`src/rtl/aes_gf_pkg.sv`:
```
// GF(2^4) arithmetic for the composite field GF((2^4)^2) used by the AES S-box datapath.
// Base field reduction polynomial is x^4+x+1; the outer polynomial is y^2+y+LAMBDA.
package aes_gf_pkg;

  localparam int NB_DATA = 8;
  localparam logic [3:0] LAMBDA = 4'hC;

  function automatic logic [3:0] gf4_mul(input logic [3:0] a, input logic [3:0] b);
    logic [6:0] p;
    p = '0;
    for (int i = 0; i < 4; i++) begin
      if (b[i]) p = p ^ ({3'b000, a} << i);
    end
    for (int i = 6; i >= 4; i--) begin
      if (p[i]) p = p ^ (7'b0010011 << (i - 4));
    end
    return p[3:0];
  endfunction

  function automatic logic [3:0] gf4_sq(input logic [3:0] a);
    return gf4_mul(a, a);
  endfunction

  function automatic logic [3:0] gf4_mul_lambda(input logic [3:0] a);
    return gf4_mul(a, LAMBDA);
  endfunction

  // a^-1 = a^14 = a^2 * a^4 * a^8, which also maps 0 to 0
  function automatic logic [3:0] gf4_inv(input logic [3:0] a);
    logic [3:0] a2, a4, a8;
    a2 = gf4_sq(a);
    a4 = gf4_sq(a2);
    a8 = gf4_sq(a4);
    return gf4_mul(gf4_mul(a2, a4), a8);
  endfunction

endpackage

```
`src/rtl/gf2p4_multiplier.sv`:
```
// Combinational 4x4 -> 4 bit multiplier in GF(2^4) mod x^4+x+1.
module gf2p4_multiplier
  import aes_gf_pkg::gf4_mul;
(
  input  logic [3:0] a,
  input  logic [3:0] b,
  output logic [3:0] p
);

  assign p = gf4_mul(a, b);

endmodule

```
`src/rtl/state_composite_inversion_pipe.sv`:
```
// Three-stage pipelined GF((2^4)^2) inversion over every byte lane of an AES state,
// with a valid/ready handshake and one shared valid chain for all lanes.
module state_composite_inversion_pipe
  import aes_gf_pkg::gf4_sq;
  import aes_gf_pkg::gf4_mul_lambda;
  import aes_gf_pkg::gf4_inv;
#(
  parameter int NB_BYTES = 16,
  parameter int NB_DATA  = 8
) (
  input  logic                        i_clock,
  input  logic                        i_reset_n,
  input  logic [NB_BYTES*NB_DATA-1:0] i_delta,
  input  logic                        i_valid,
  output logic                        o_ready,
  output logic [NB_BYTES*NB_DATA-1:0] o_inv,
  output logic                        o_valid,
  input  logic                        i_ready
);

  logic v1, v2, v3;
  logic ld1, ld2, ld3;

  // A stage loads when it is empty or its content moves on, so bubbles collapse under stall
  assign ld3     = !v3 || i_ready;
  assign ld2     = !v2 || ld3;
  assign ld1     = !v1 || ld2;
  assign o_ready = ld1;
  assign o_valid = v3;

  always_ff @(posedge i_clock or negedge i_reset_n) begin
    if (!i_reset_n) begin
      v1 <= 1'b0;
      v2 <= 1'b0;
      v3 <= 1'b0;
    end else begin
      if (ld1) v1 <= i_valid;
      if (ld2) v2 <= v1;
      if (ld3) v3 <= v2;
    end
  end

  for (genvar k = 0; k < NB_BYTES; k++) begin : g_lane
    logic [3:0] g1_in, g0_in, g1g0, d_next;
    logic [3:0] s1_d, s1_g1, s1_g0;
    logic [3:0] s2_di, s2_g1, s2_g0, s2_sum;
    logic [3:0] hi_next, lo_next;
    logic [7:0] s3_inv;

    assign g1_in = i_delta[k*NB_DATA+4 +: 4];
    assign g0_in = i_delta[k*NB_DATA +: 4];

    gf2p4_multiplier u_mul_g1g0 (.a(g1_in), .b(g0_in), .p(g1g0));

    assign d_next = gf4_mul_lambda(gf4_sq(g1_in)) ^ g1g0 ^ gf4_sq(g0_in);
    assign s2_sum = s2_g1 ^ s2_g0;

    gf2p4_multiplier u_mul_hi (.a(s2_g1),  .b(s2_di), .p(hi_next));
    gf2p4_multiplier u_mul_lo (.a(s2_sum), .b(s2_di), .p(lo_next));

    // Data registers only capture when a valid item actually enters the stage
    always_ff @(posedge i_clock or negedge i_reset_n) begin
      if (!i_reset_n) begin
        s1_d   <= '0;
        s1_g1  <= '0;
        s1_g0  <= '0;
        s2_di  <= '0;
        s2_g1  <= '0;
        s2_g0  <= '0;
        s3_inv <= '0;
      end else begin
        if (ld1 && i_valid) begin
          s1_d  <= d_next;
          s1_g1 <= g1_in;
          s1_g0 <= g0_in;
        end
        if (ld2 && v1) begin
          s2_di <= gf4_inv(s1_d);
          s2_g1 <= s1_g1;
          s2_g0 <= s1_g0;
        end
        if (ld3 && v2) begin
          s3_inv <= {hi_next, lo_next};
        end
      end
    end

    assign o_inv[k*NB_DATA +: NB_DATA] = s3_inv;
  end

endmodule

```
`config.mk`:
```
export PLATFORM = sky130hd
export DESIGN_NAME = state_composite_inversion_pipe
export DESIGN_NICKNAME = d
export VERILOG_FILES = /design/src/rtl/aes_gf_pkg.sv /design/src/rtl/gf2p4_multiplier.sv /design/src/rtl/state_composite_inversion_pipe.sv
export SDC_FILE = /design/constraint.sdc
export NUM_CORES = 2
export LEC_CHECK = 0
export BUFFER_PORTS_ARGS = -buffer_cell sky130_fd_sc_hd__buf_2
export CORE_MARGIN = 3
export CORE_UTILIZATION = 47
export DETAILED_ROUTE_END_ITERATION = 6
export MAX_ROUTING_LAYER = met4
export PLACE_DENSITY = 0.7
export SYNTH_ARGS = -nofsm -noshare
export SYNTH_HDL_FRONTEND = slang
export SYNTH_SLANG_ARGS = --single-unit
```
`constraint.sdc`:
```
create_clock -name i_clock -period 5.46 [get_ports i_clock]
set_clock_uncertainty 0.05 [all_clocks]
set_input_delay 1.365 -clock i_clock [delete_from_list [all_inputs] [get_ports i_clock]]
set_output_delay 1.365 -clock i_clock [all_outputs]
set_load 0.02 [all_outputs]
```
Word-level counts from Yosys, hierarchy flattened

Index checks and enable logic that the tools add are counted.

Flip-flop bits (word level): 515
Bits of input ports: 132
Output and inout port bits: 130
Word-level logic and storage cells: 2,908

Muxes and demuxes: 1,712
Bitwise logic cells: 1,072
Reductions and logical operators: 9

Operator list:

| cell                | number |
|---|---|
| $mux W7             | 798 |
| $mux W4             | 400 |
| $xor A7 B5 Y7       | 159 |
| $xor A7 B6 Y7       | 159 |
| $xor A7 B7 Y7       | 159 |
| $not A2 Y2          | 528 |
| $mux W3             | 176 |
| $mux W6             | 81 |
| $mux W5             | 81 |
| $mux W2             | 176 |
| $xor A4 B4 Y4       | 48 |
| $xor A6 B7 Y7       | 17 |
| $xor A5 B6 Y6       | 1 |
| $xor A4 B5 Y5       | 1 |
| $logic_and A1 B1 Y1 | 3 |
| $logic_not A1 Y1    | 3 |
| $logic_or A1 B1 Y1  | 3 |

Depth between registers and ports, before layout

Depth after elaboration: 82
Gate-level depth with buffers: 16

Modules after synthesis

From an unflattened synthesis, not the netlist that was laid out.

Cell total of the unflattened synthesis: 5,311
Area, all modules: 44,712.9 sq um

By module, submodules not included:

| module                         | instances | cells an instance | area each (sq um) | seq. area each (sq um) |
|---|---|---|---|---|
| state_composite_inversion_pipe | 1         | 3,487             | 32,100.8          | 12,887.4 |
| gf2p4_multiplier               | 48        | 38                | 262.8             | 0.0 |

Least setup slack after synthesis

No wires, ideal clock.

Kind: flip-flop to flip-flop
Start point: register g_lane[8].s1_d[0]
End point: register g_lane[8].s2_di[0]
Library setup time: 0.130 ns
Arrival time: 3.767 ns
Data required time: 5.280 ns
Path slack: 1.513 ns
Stages on the path, launching flop included: 17
Path buffers: 2
Clock period less this slack: 3.947 ns
Path through: dfrtp_1 -> ha_1 -> xor2_1 -> xnor2_1 -> clkbuf_1 -> xnor2_1 -> ha_1 -> buf_2 -> xnor2_2 -> a211oi_1 -> nor4b_1 -> a21oi_1 -> a2111o_1 -> o211ai_1 -> xor2_1 -> xnor2_1 -> o21ai_1

Cells in the longest elaborated chain, start to end: 71

RTL lines:

| element                  | line                                 | text |
|---|---|---|
| start: declaration       | state_composite_inversion_pipe.sv:45 | `logic [3:0] s1_d, s1_g1, s1_g0;` |
| start signal: assignment | state_composite_inversion_pipe.sv:73 | `s1_d <= d_next;` |
| $mux W4                  | aes_gf_pkg.sv:12                     | `if (b[i]) p = p ^ ({3'b000, a} << i);` |
| $mux W7                  | state_composite_inversion_pipe.sv:77 | `if (ld2 && v1) begin` |
| $xor A7 B5 Y7            | aes_gf_pkg.sv:12                     |  |
| $mux W7                  | aes_gf_pkg.sv:12                     |  |
| $mux W7                  | state_composite_inversion_pipe.sv:77 |  |
| $xor A7 B6 Y7            | aes_gf_pkg.sv:12                     |  |
| $mux W7                  | aes_gf_pkg.sv:12                     |  |
| $mux W7                  | state_composite_inversion_pipe.sv:77 |  |
| (+55 left out)           | -                                    |  |
| $mux W7 *                | aes_gf_pkg.sv:12                     |  |
| $mux W7 *                | state_composite_inversion_pipe.sv:77 |  |
| $mux W4                  | aes_gf_pkg.sv:15                     | `if (p[i]) p = p ^ (7'b0010011 << (i - 4));` |
| $mux W6 *                | state_composite_inversion_pipe.sv:77 |  |
| $mux W3                  | aes_gf_pkg.sv:15                     |  |
| $mux W5 *                | state_composite_inversion_pipe.sv:77 |  |
| $not A2 Y2 (no line)     | -                                    |  |
| $mux W2 *                | aes_gf_pkg.sv:15                     |  |
| end signal: assignment   | state_composite_inversion_pipe.sv:78 | `s2_di <= gf4_inv(s1_d);` |
| end: declaration         | state_composite_inversion_pipe.sv:46 | `logic [3:0] s2_di, s2_g1, s2_g0, s2_sum;` |

Mark *: on every way between the ends. The rest lies on a longest branch, timed or not. The select of a mux whose other input is x is not followed.
A chain may end at the register's enable or synchronous reset.

Final worst setup path

Start point: register g_lane[8].s1_d[0]
End point: register g_lane[8].s2_di[1]

Cells in the longest elaborated chain, start to end: 73

RTL lines:

| element              | line |
|---|---|
| $mux W4              | aes_gf_pkg.sv:12 |
| $mux W7              | state_composite_inversion_pipe.sv:77 |
| $xor A7 B5 Y7        | aes_gf_pkg.sv:12 |
| $mux W7              | aes_gf_pkg.sv:12 |
| $mux W7              | state_composite_inversion_pipe.sv:77 |
| $xor A7 B6 Y7        | aes_gf_pkg.sv:12 |
| $mux W7              | aes_gf_pkg.sv:12 |
| $mux W7              | state_composite_inversion_pipe.sv:77 |
| (+57 left out)       | - |
| $mux W7 *            | state_composite_inversion_pipe.sv:77 |
| $mux W4              | aes_gf_pkg.sv:15 |
| $mux W6 *            | state_composite_inversion_pipe.sv:77 |
| $not A2 Y2 (no line) | - |
| $mux W3              | aes_gf_pkg.sv:15 |
| $mux W5 *            | state_composite_inversion_pipe.sv:77 |
| $not A2 Y2 (no line) | - |
| $mux W2 *            | aes_gf_pkg.sv:15 |

Marked as above.

==> run summary <==
Critical register-to-register path startpoint -> g_lane[8].s1_d[0]
Floorplan die area -> 90200 µm²
Startpoint Class -> flop
Vias in the first global route -> 30900
Antenna violations before repair -> 10
Remaining number of nets flagged by the antenna check after routing -> 0
Number of warnings issued by yosys -> 0
Setup repair after global routing missed its margin -> false
Mapped Avg Cell Area -> 8.34 µm²
Post CTS Setup Buffer Count -> 0
Insertion delay of the later-clocked pin in the worst-skew pair -> 660 ps
Synthesized Nets -> 5062
Start point of the critical path -> g_lane[8].s1_d[0]
Yosys top cell by area -> sky130_fd_sc_hd__dfrtp_1
Global-route usage over all layers -> 21.1%
Fraction of the cycle the final worst path needs -> 88.4%
Crit. End Element -> flop
Cts repair resizes -> 0
TritonCTS Buffers -> 59
Cell types with the largest area share after synthesis -> sky130_fd_sc_hd__dfrtp_1, sky130_fd_sc_hd__xnor2_1, sky130_fd_sc_hd__nand2_1
Pin count of the biggest net entering global routing -> 114
Std-Cell Core Area -> 85500 µm²
Initial core utilization -> 47.6%
CTS root buffer -> sky130_fd_sc_hd__clkbuf_16
Area Overhead vs Synth -> 9.95%
Violated checks -> design-rule violations
Share of layout cells above drive strength 1 -> 14.6%
Power Density -> 742 nW/µm²
Total wire length -> 94000 µm
Minimum clock period -> 4830 ps
Tightest Pin Transition -> 1030 ps
Drc violations -> 2
Design Area, Final -> 44800 µm²
DR iter-0 viols -> 2164
Io pins -> 262
Number of standard cells after synthesis -> 4883
Distinct cell type count of the synthesized netlist -> 96
Via-per-instance ratio -> 5.40
Part of the Yosys area used for sequential elements -> 31.7%
Clock tree from TritonCTS -> yes
Post-synth EDFFs -> 0
Netlist area before placement -> 40700 µm²
Htree depth -> 2
Chip Height -> 300 µm
Clock-pin slew of the registers on the worst-case setup and hold paths -> 60 ps
Source of the worst hold timing path -> g_lane[1].s3_inv[3]
Wirelength per Cell -> 15.3 µm
Outcome -> finished with violations
First-pass GRT wire length -> 157000 µm
Static power due to leakage -> 0.0182 µW
Number of buffers inserted for hold repair after clock tree synthesis -> 0
Placed instance area -> 42700 µm²
Top cell type's share of synthesized area -> 31.7%
Initial DRT Pass Iterations -> 7
Deepest clock path buffer count -> 3
Most instantiated flip-flop cell in the synthesis netlist -> sky130_fd_sc_hd__dfrtp_1
Critical path data arrival time -> 5310 ps
Final setup fails -> 0
Detailed placer's ending HPWL -> 66600 µm
Async S/R FF share, synth -> 100%
Maximum clock frequency -> 207 MHz
CTS sink count -> 515
Maximum fanout encountered on the critical timing path -> 19
Num rows -> 107
Type of the tightest min-delay check -> reg2reg
Vias after detailed routing -> 33100
Hold violation count in the final report -> 0
Worst slew margin relative to its limit -> 31.5%
Maximum ir drop on the vdd rail -> 0.000388 V
Port Buf Inserts -> 261
Total gr overflow -> 0
Post-layout nets -> 5105
Max-capacitance violation count -> 0
Setup TNS Final -> 0 ps
Critical Setup Path Class -> reg2reg
Slew Viols, Final -> 0
Final weighted congestion in routability-driven placement -> 0.889
Yosys reg bits -> 515
Critical path required time -> 5940 ps
Chip Width -> 300 µm
[logic make-up (layout without fill, tap and decap cells)]
logic type	count (synthesis)	count (layout)	synth area share [%]
simple gates	1617	1617	16.7
xor+xnor	1045	1045	23.3
compound gates	936	936	14.3
flops	515	515	31.7
buf+inv	412	501	3.89
mux	307	307	8.51
fa+ha+maj	51	51	1.55
other cells	0	10	0
[layer usage]
| layer | part of all wire (%) | vias up | global-route usage [%] |
|---|---|---|---|
| met3 | 4.9 | 122 | 3.56 |
| met1 | 47 | 15800 | 28.5 |
| met2 | 47 | 706 | 33.2 |
| met5 | 0 | - | - |
| li1 | - | 16500 | - |
| met4 | 1.8 | 0 | 4.71 |
[sequential cells by signal, summed over array words and instances (netlist names)]
register,count
g_lane.s1_d,64
g_lane.s1_g0,64
g_lane.s1_g1,64
g_lane.s2_di,64
g_lane.s2_g0,64
g_lane.s2_g1,64
g_lane.s3_inv,128
o_valid,1
v1,1
v2,1
[layout make-up]
cell class | count | area [µm²]
fillers | 7877 | 40800
multi-input cells | 3956 | 26300
flip-flops and latches | 515 | 12900
repair buffers | 312 | 1850
clock buffers | 83 | 1650
well taps | 1144 | 1430
clock inverters | 24 | 352
inverters | 82 | 308
diodes | 10 | 25.0
[critical path: stages, from the launching register on]
cell	delay, ps
sky130_fd_sc_hd__dfrtp_1	480
sky130_fd_sc_hd__ha_1	300
sky130_fd_sc_hd__xor2_1	210
sky130_fd_sc_hd__xnor2_1	810
sky130_fd_sc_hd__xnor2_1	140
sky130_fd_sc_hd__ha_1	740
sky130_fd_sc_hd__xnor2_2	230
sky130_fd_sc_hd__a211oi_1	360
sky130_fd_sc_hd__nor2b_1	80
sky130_fd_sc_hd__a21oi_1	460
sky130_fd_sc_hd__o2111ai_1	160
sky130_fd_sc_hd__o211ai_1	150
sky130_fd_sc_hd__xor2_1	290
sky130_fd_sc_hd__xnor2_1	160
sky130_fd_sc_hd__o21ai_1	80
[worst paths after layout]
check / to / slack (ps) / cells after the start
setup / recovery: g_lane[8].s2_di[1] / 630 / 14
hold / removal: g_lane[1].s3_inv[3] / 420 / 2
setup reg to reg: g_lane[8].s2_di[1] / 630 / 14
hold reg to reg: g_lane[1].s3_inv[3] / 420 / 2
max in group asynchronous: g_lane[5].s1_g0[0] / 3540 / 2
min in group asynchronous: g_lane[12].s1_d[2] / 780 / 1
[synthesized netlist by cell type, types with 9 or more instances]
cell type,instances
sky130_fd_sc_hd__and3_1,12
sky130_fd_sc_hd__dfrtp_1,515
sky130_fd_sc_hd__nor2_1,246
sky130_fd_sc_hd__buf_2,17
sky130_fd_sc_hd__ha_1,47
sky130_fd_sc_hd__buf_1,30
sky130_fd_sc_hd__o221ai_1,29
sky130_fd_sc_hd__o21ai_1,35
sky130_fd_sc_hd__a31oi_1,44
sky130_fd_sc_hd__o211a_1,10
sky130_fd_sc_hd__o22ai_1,36
sky130_fd_sc_hd__xnor3_1,12
sky130_fd_sc_hd__a22oi_1,12
sky130_fd_sc_hd__a221o_1,15
sky130_fd_sc_hd__mux2_2,266
sky130_fd_sc_hd__mux2i_1,32
sky130_fd_sc_hd__nand2_1,1033
sky130_fd_sc_hd__a21o_1,10
sky130_fd_sc_hd__a221oi_1,12
sky130_fd_sc_hd__clkinv_1,11
sky130_fd_sc_hd__clkbuf_1,280
sky130_fd_sc_hd__a32oi_1,11
sky130_fd_sc_hd__a21oi_1,197
sky130_fd_sc_hd__a32o_1,17
sky130_fd_sc_hd__xnor2_1,675
sky130_fd_sc_hd__o21ai_0,354
sky130_fd_sc_hd__nor2b_1,107
sky130_fd_sc_hd__nand2b_1,47
sky130_fd_sc_hd__a211oi_1,16
sky130_fd_sc_hd__o211ai_1,41
sky130_fd_sc_hd__xor2_1,341
sky130_fd_sc_hd__nand3_1,50
sky130_fd_sc_hd__o31ai_1,15
sky130_fd_sc_hd__inv_1,69
sky130_fd_sc_hd__xnor2_2,9
sky130_fd_sc_hd__nor3_1,65
[report_power, final]
part	internal [µW]	leakage (µW)	switching [µW]
sequential	5100	0.00618	1780
combinational	9880	0.0110	12400
clock	2430	0.000974	1660
[cells in the final DEF (no fill, tap or decap), drive strengths merged, types with 8 or more instances in the layout]
master,instances
a211oi,18
a21boi,8
a21o,10
a21oi,197
a221o,15
a221oi,14
a22oi,12
a31oi,44
a32o,17
a32oi,13
and2,13
and3,12
buf,312
clkbuf,83
clkinv,24
dfrtp,515
diode,10
ha,47
inv,73
mux2,269
mux2i,35
nand2,1033
nand2b,47
nand3,50
nor2,247
nor2b,107
nor3,65
o211a,10
o211ai,42
o21ai,389
o221ai,30
o22ai,36
o311ai,12
o31ai,15
or3,8
xnor2,687
xnor3,12
xor2,345
[stage by stage]
stage                     utilization (%)  setup slack (ps)  hold slack, ps  power, µW  cells
final                                52.3               633             421      33200   6126
after global routing                 52.3               176             440      36300   6126
after CTS                            52.3               681             427      33400   6116
after detailed placement             50.0               715             414      29100   6009
after global placement               50.0               829             406      28700   6009
after floorplan                         -              1510             396      24800   4883
Power figures use the tool's default switching activity.
